File: src/rtl/mux_arbiter_4to1_pkg.sv
// Shared types, constants and the round-robin pick helper for mux_arbiter_4to1.
package mux_arbiter_4to1_pkg;

  localparam int N_REQ = 4;
  localparam int SEL_W = 2;

  // Arbiter FSM: IDLE picks a new owner, LOCKED keeps the current one.
  typedef enum logic [0:0] {
    IDLE   = 1'b0,
    LOCKED = 1'b1
  } state_t;

  // Result of a round-robin scan.
  typedef struct packed {
    logic             valid;
    logic [SEL_W-1:0] idx;
  } pick_t;

  // First requester with req set, scanning ptr, ptr+1, ptr+2, ptr+3 (mod 4).
  // The loop runs from the farthest offset down, so the nearest hit wins.
  function automatic pick_t rr_pick(input logic [N_REQ-1:0] req,
                                    input logic [SEL_W-1:0] ptr);
    pick_t            res;
    logic [SEL_W-1:0] cand;
    res.valid = 1'b0;
    res.idx   = ptr;
    for (int k = N_REQ - 1; k >= 0; k--) begin
      cand = ptr + SEL_W'(k);
      if (req[cand]) begin
        res.valid = 1'b1;
        res.idx   = cand;
      end else begin
        res = res;
      end
    end
    return res;
  endfunction

endpackage

File: src/rtl/mux_arbiter_4to1_mux.sv
// Plain N-bit 4-to-1 multiplexer shared by the four requesters.
module mux_Nbit_4to1 #(
  parameter int WIDTH = 4
) (
  input  logic [WIDTH-1:0] a,
  input  logic [WIDTH-1:0] b,
  input  logic [WIDTH-1:0] c,
  input  logic [WIDTH-1:0] d,
  input  logic [1:0]       sel,
  output logic [WIDTH-1:0] y
);

  // Select one of the four slots by index.
  always_comb begin
    y = '0;
    case (sel)
      2'd0:    y = a;
      2'd1:    y = b;
      2'd2:    y = c;
      2'd3:    y = d;
      default: y = a;
    endcase
  end

endmodule

File: src/rtl/mux_arbiter_4to1.sv
// Round-robin packet arbiter in front of a shared 4-to-1 mux with a
// registered single-beat output stage toward one downstream consumer.
module mux_arbiter_4to1
  import mux_arbiter_4to1_pkg::*;
#(
  parameter int WIDTH = 4
) (
  input  logic                   clk,
  input  logic                   rst,
  input  logic [N_REQ-1:0]       in_valid,
  input  logic [N_REQ-1:0]       in_last,
  input  logic [N_REQ*WIDTH-1:0] in_data,
  output logic [N_REQ-1:0]       in_ready,
  output logic                   out_valid,
  output logic [WIDTH-1:0]       out_data,
  output logic                   out_last,
  output logic [SEL_W-1:0]       out_sel,
  input  logic                   out_ready
);

  state_t            state_r;
  state_t            state_nxt_s;
  logic [SEL_W-1:0]  owner_r;
  logic [SEL_W-1:0]  ptr_r;

  logic              out_valid_r;
  logic [WIDTH-1:0]  out_data_r;
  logic              out_last_r;
  logic [SEL_W-1:0]  out_sel_r;

  pick_t             pick_s;
  logic              grant_valid_s;
  logic [SEL_W-1:0]  g_s;
  logic              slot_free_s;
  logic [N_REQ-1:0]  in_ready_s;
  logic              xfer_s;
  logic              xfer_last_s;
  logic [WIDTH-1:0]  mux_y_s;

  // Grant selection: the locked owner, otherwise the round-robin winner.
  always_comb begin
    pick_s        = rr_pick(in_valid, ptr_r);
    grant_valid_s = 1'b0;
    g_s           = 2'd0;
    case (state_r)
      IDLE: begin
        grant_valid_s = pick_s.valid;
        g_s           = pick_s.idx;
      end
      LOCKED: begin
        grant_valid_s = 1'b1;
        g_s           = owner_r;
      end
      default: begin
        grant_valid_s = 1'b0;
        g_s           = 2'd0;
      end
    endcase
  end

  // Handshake: a full output register may drain and refill in one cycle,
  // so out_ready passes straight through to the granted in_ready bit.
  always_comb begin
    slot_free_s = !out_valid_r || out_ready;
    in_ready_s  = 4'b0000;
    if (!rst && slot_free_s && grant_valid_s) begin
      in_ready_s = 4'b0001 << g_s;
    end else begin
      in_ready_s = 4'b0000;
    end
    xfer_s      = in_valid[g_s] && in_ready_s[g_s];
    xfer_last_s = in_last[g_s];
  end

  // Next-state logic: a transferred last beat releases the lock.
  always_comb begin
    state_nxt_s = state_r;
    if (xfer_s) begin
      if (xfer_last_s) begin
        state_nxt_s = IDLE;
      end else begin
        state_nxt_s = LOCKED;
      end
    end else begin
      state_nxt_s = state_r;
    end
  end

  // FSM, owner and round-robin pointer registers.
  always_ff @(posedge clk) begin
    if (rst) begin
      state_r <= IDLE;
      owner_r <= 2'd0;
      ptr_r   <= 2'd0;
    end else begin
      state_r <= state_nxt_s;
      if (xfer_s && xfer_last_s) begin
        ptr_r   <= g_s + 2'd1;
        owner_r <= owner_r;
      end else if (xfer_s) begin
        ptr_r   <= ptr_r;
        owner_r <= g_s;
      end else begin
        ptr_r   <= ptr_r;
        owner_r <= owner_r;
      end
    end
  end

  mux_Nbit_4to1 #(
    .WIDTH(WIDTH)
  ) u_mux (
    .a  (in_data[0*WIDTH +: WIDTH]),
    .b  (in_data[1*WIDTH +: WIDTH]),
    .c  (in_data[2*WIDTH +: WIDTH]),
    .d  (in_data[3*WIDTH +: WIDTH]),
    .sel(g_s),
    .y  (mux_y_s)
  );

  // Output register: load on transfer, empty on drain, hold on stall.
  always_ff @(posedge clk) begin
    if (rst) begin
      out_valid_r <= 1'b0;
      out_data_r  <= '0;
      out_last_r  <= 1'b0;
      out_sel_r   <= 2'd0;
    end else if (xfer_s) begin
      out_valid_r <= 1'b1;
      out_data_r  <= mux_y_s;
      out_last_r  <= xfer_last_s;
      out_sel_r   <= g_s;
    end else if (out_ready) begin
      out_valid_r <= 1'b0;
      out_data_r  <= out_data_r;
      out_last_r  <= out_last_r;
      out_sel_r   <= out_sel_r;
    end else begin
      out_valid_r <= out_valid_r;
      out_data_r  <= out_data_r;
      out_last_r  <= out_last_r;
      out_sel_r   <= out_sel_r;
    end
  end

  assign in_ready  = in_ready_s;
  assign out_valid = out_valid_r;
  assign out_data  = out_data_r;
  assign out_last  = out_last_r;
  assign out_sel   = out_sel_r;

endmodule

File: config.mk
export PLATFORM = sky130hd
export DESIGN_NAME = mux_arbiter_4to1
export DESIGN_NICKNAME = d
export VERILOG_FILES = /design/src/rtl/mux_arbiter_4to1_pkg.sv /design/src/rtl/mux_arbiter_4to1_mux.sv /design/src/rtl/mux_arbiter_4to1.sv
export SDC_FILE = /design/constraint.sdc
export NUM_CORES = 1
export LEC_CHECK = 0
export ABC_AREA = 0
export CORE_UTILIZATION = 35
export DETAILED_ROUTE_END_ITERATION = 12
export PLACE_DENSITY = 0.7
export SLEW_MARGIN = 15
export SYNTH_ARGS = -nofsm -noshare
export SYNTH_HDL_FRONTEND = slang
export SYNTH_SLANG_ARGS = --single-unit
File: constraint.sdc
create_clock -name clk -period 2.9 [get_ports clk]
set_input_delay 0.435 -clock clk [delete_from_list [all_inputs] [get_ports clk]]
set_output_delay 0.435 -clock clk [all_outputs]
set_load 0.03 [all_outputs]
==> reports/metrics.yaml <==
synth:
  synth_top_area_frac: 0.249
  synth.distinct_cells: 44
  synth-seq-cells: 13
  synth_area_per_cell_um2: 9.86
  syn_nets: 133
  ys.warnings.count: 0
  syn-cell-area_um2: 1040
  ys_seq_area_frac: 0.249
  synth_top_area_cell: "dfxtp_1"
  synth_area_leaders: "dfxtp_1 25%, mux2i_1 17%, mux2i_4 6.5%"
  synthCells: 106
min_path:
  hp-start: "out_sel[1]$_SDFFE_PP0P_"
  min_path_cells: 2
  hold_end: "out_sel[1]$_SDFFE_PP0P_"
  hold_path_class: "reg2reg"
global_route:
  grt_pass1_wl_mm: 4.00
  track_usage: 0.159
  grt_pass1_vias: 905
  grt_overflow: 0
  grt_max_degree: 19
  antenna_found_initial: 0
floorplanning:
  coreArea_um2: 2780
  start_util: 0.376
  die_area_um2: 3210
  die_h_um: 56.6
  io_pins: 39
  rows: 19
  die_w_um: 56.6
clock_tree:
  cts_buffers: 3
  cts_buffer_depth: 2
  cts_tree: "done"
  cts.clk_slew.worst_paths_ps: 90
  post_cts_resized: 0
  postCtsSetupBuffers: 0
  cts_hold_buf: 0
  root_buffer: "clkbuf_4"
  h-tree-depth: 1
  clock-sinks: 13
  clk-insertion-delay-late_ps: 280
placed_design:
  dp_hpwl_mm: 1.89
  portBuffers: 38
  gp_congestion: 0.767
final_layout:
  multi_input_comb_area_um2: 706
  fillers: 276
  register_area_um2: 260
  num_antenna_cells: 0
  area_delta_synth_final_pct: 38.1
  layout-drive-gt1-share: 0.192
  fin_nets: 174
detailed_routing:
  routed_wl_mm: 2.36
  vias_per_cell: 5.25
  vias: 929
  dr.pass1.iters: 4
  wl_per_cell_um: 13.3
  drt-initial-drc-count: 17
  drtAntennaViolNets: 0
  drcViolationCount: 0
timing:
  finalHoldViolations: 0
  layout_min_cycle_time_ps: 2580
  fmax_ghz: 0.387
  fin_setup_tns_ps: 0
  finalSetupViolCount: 0
  slew_viol_final: 0
  fin_crit_sh: 0.891
  clock_skew_ps: 7.66
  hold_ws_ps: 493
  slew_headroom: 0.657
  worst_pin_slew_ps: 513
  rsz0062_at_grt: "no"
outcome:
  status: "completed"
worst_setup_path:
  crit_type: "in2out"
  startpoint_type: "primary input"
  r2r_slack_ps: 730
  crit_required_ps: 2470
  crit_fanout: 9
  cpPeakStageDelay_ps: 430
  r2r_end: "ptr_r[1]$_SDFFE_PP0P_"
  worst_ep_arrival_time_ps: 2150
  regToRegStartpoint: "ptr_r[1]$_SDFFE_PP0P_"
  critPathTopFamily: "buffers and inverters"
  crit_path_cell_trace: "clkdlybuf4s50_1 -> buf_4 -> or2_1 -> a21oi_2 -> o21ai_1 -> and2_4 -> nor2_1 -> buf_4"
  end_kind: "output port"
  cp_slowest_cell: "clkdlybuf4s50_1"
  rr_worst_depth: 7
  critPathBufInv: 3
  cpMostUsedCell: "buf_4"
power_and_ir_drop:
  power.leakage_nw: 0.527
  peakVddDrop_mv: 0.597
  power_density_nw_per_um2: 834
flow_run:
  max_cap_viol_count: 0
==> synth_stat cells <==
master and n:
mux2i_1 18, mux2i_4 3, or4_1 1, o21ai_0 1, a211oi_2 2, o31a_1 1
nand2b_1 5, o2bb2ai_4 1, o21ai_1 1, a311oi_1 1, a21boi_1 1, nor2b_1 1
a211oi_1 1, nor2_1 14, nor4_1 1, a21oi_1 6, nor2b_4 1, dfxtp_1 13
nand3b_1 1, buf_6 2, or2_2 1, o311ai_0 1, nor3b_2 1, nand3_1 1
inv_1 5, mux2_4 1, nand2b_2 1, a2bb2oi_1 1, dlygate4sd3_1 1, a2111o_1 1
a32oi_2 1, a221o_1 1, nand2_1 3, and2_4 1, o211ai_2 1, a311oi_2 1
or2_1 1, xnor2_1 1, buf_12 1, o21ba_2 1, a21oi_2 2, a211o_1 1
o22ai_1 1, buf_4 1
==> tightest hold or removal path: stages, from the launching register on <==
cell,delay (ps)
dfxtp_1,320
nand2b_1,70
a21oi_1,60
==> sequential cells by signal, summed over array words and instances, names as in the netlist <==
| name | count |
|---|---|
| out_data | 4 |
| out_valid | 1 |
| out_last | 1 |
| out_sel | 2 |
| state_r | 1 |
| owner_r | 2 |
| ptr_r | 2 |
==> layout make-up <==
type	count	area share
timing repair buffer	41	0.272
inverter	5	0.0130
multi-input combinational	83	0.489
tap	31	0.0269
clock buffer	4	0.0182
sequential	13	0.180
==> power by group <==
group | leakage (nW) | internal (W) | switching [W]
sequential | 0.106 | 0.000234 | 0.0000450
combinational | 0.406 | 0.000378 | 0.000432
clock | 0.0150 | 0.0000534 | 0.0000612
==> cells by family after synthesis <==
family | synth area share
buf+inv | 0.0755
compound gates | 0.240
simple gates | 0.176
mux | 0.251
xor+xnor | 0.00838
flops | 0.249
==> placed cells by master, fill, tap and decap left out, types with 2 or more instances in the layout <==
cell type	instances
a211oi_2	2
a21oi_1	6
mux2i_1	18
nand2_1	3
buf_4	7
nand2b_1	5
nor2_1	14
inv_1	5
a21oi_2	2
clkbuf_4	3
clkdlybuf4s50_1	34
dfxtp_1	13
mux2i_4	3
==> stage by stage <==
stage	util	setup slack (ps)	power [W]	instances	instance area [um2]
after floorplan	-	576	0.000941	106	1040
after global placement	0.509	248	0.00108	173	1420
after detailed placement	0.509	176	0.00110	173	1420
after CTS	0.519	315	0.00122	177	1440
after global routing	0.519	191	0.00129	177	1440
final	0.519	316	0.00120	177	1440
==> per-layer routing <==
layer,GRT usage,share of wire
met1,0.193,0.44
met2,0.272,0.49
met3,0.0484,0.055
met4,0.0418,0.011
met5,0,0
==> how the worst max path moves through the flow <==
| stage | start | to | slack (ps) | cells after the start |
|---|---|---|---|---|
| floorplan | in_valid[3] | in_ready[0] | 580 | 6 |
| global placement | in_valid[2] | owner_r[1]$_SDFFE_PP0P_ | 250 | 8 |
| detailed placement | in_valid[0] | ptr_r[1]$_SDFFE_PP0P_ | 180 | 8 |
| CTS | in_valid[3] | in_ready[2] | 310 | 8 |
| global route | in_valid[3] | in_ready[2] | 190 | 8 |
| finish | in_valid[3] | in_ready[2] | 320 | 8 |
Power figures use the tool's default switching activity.
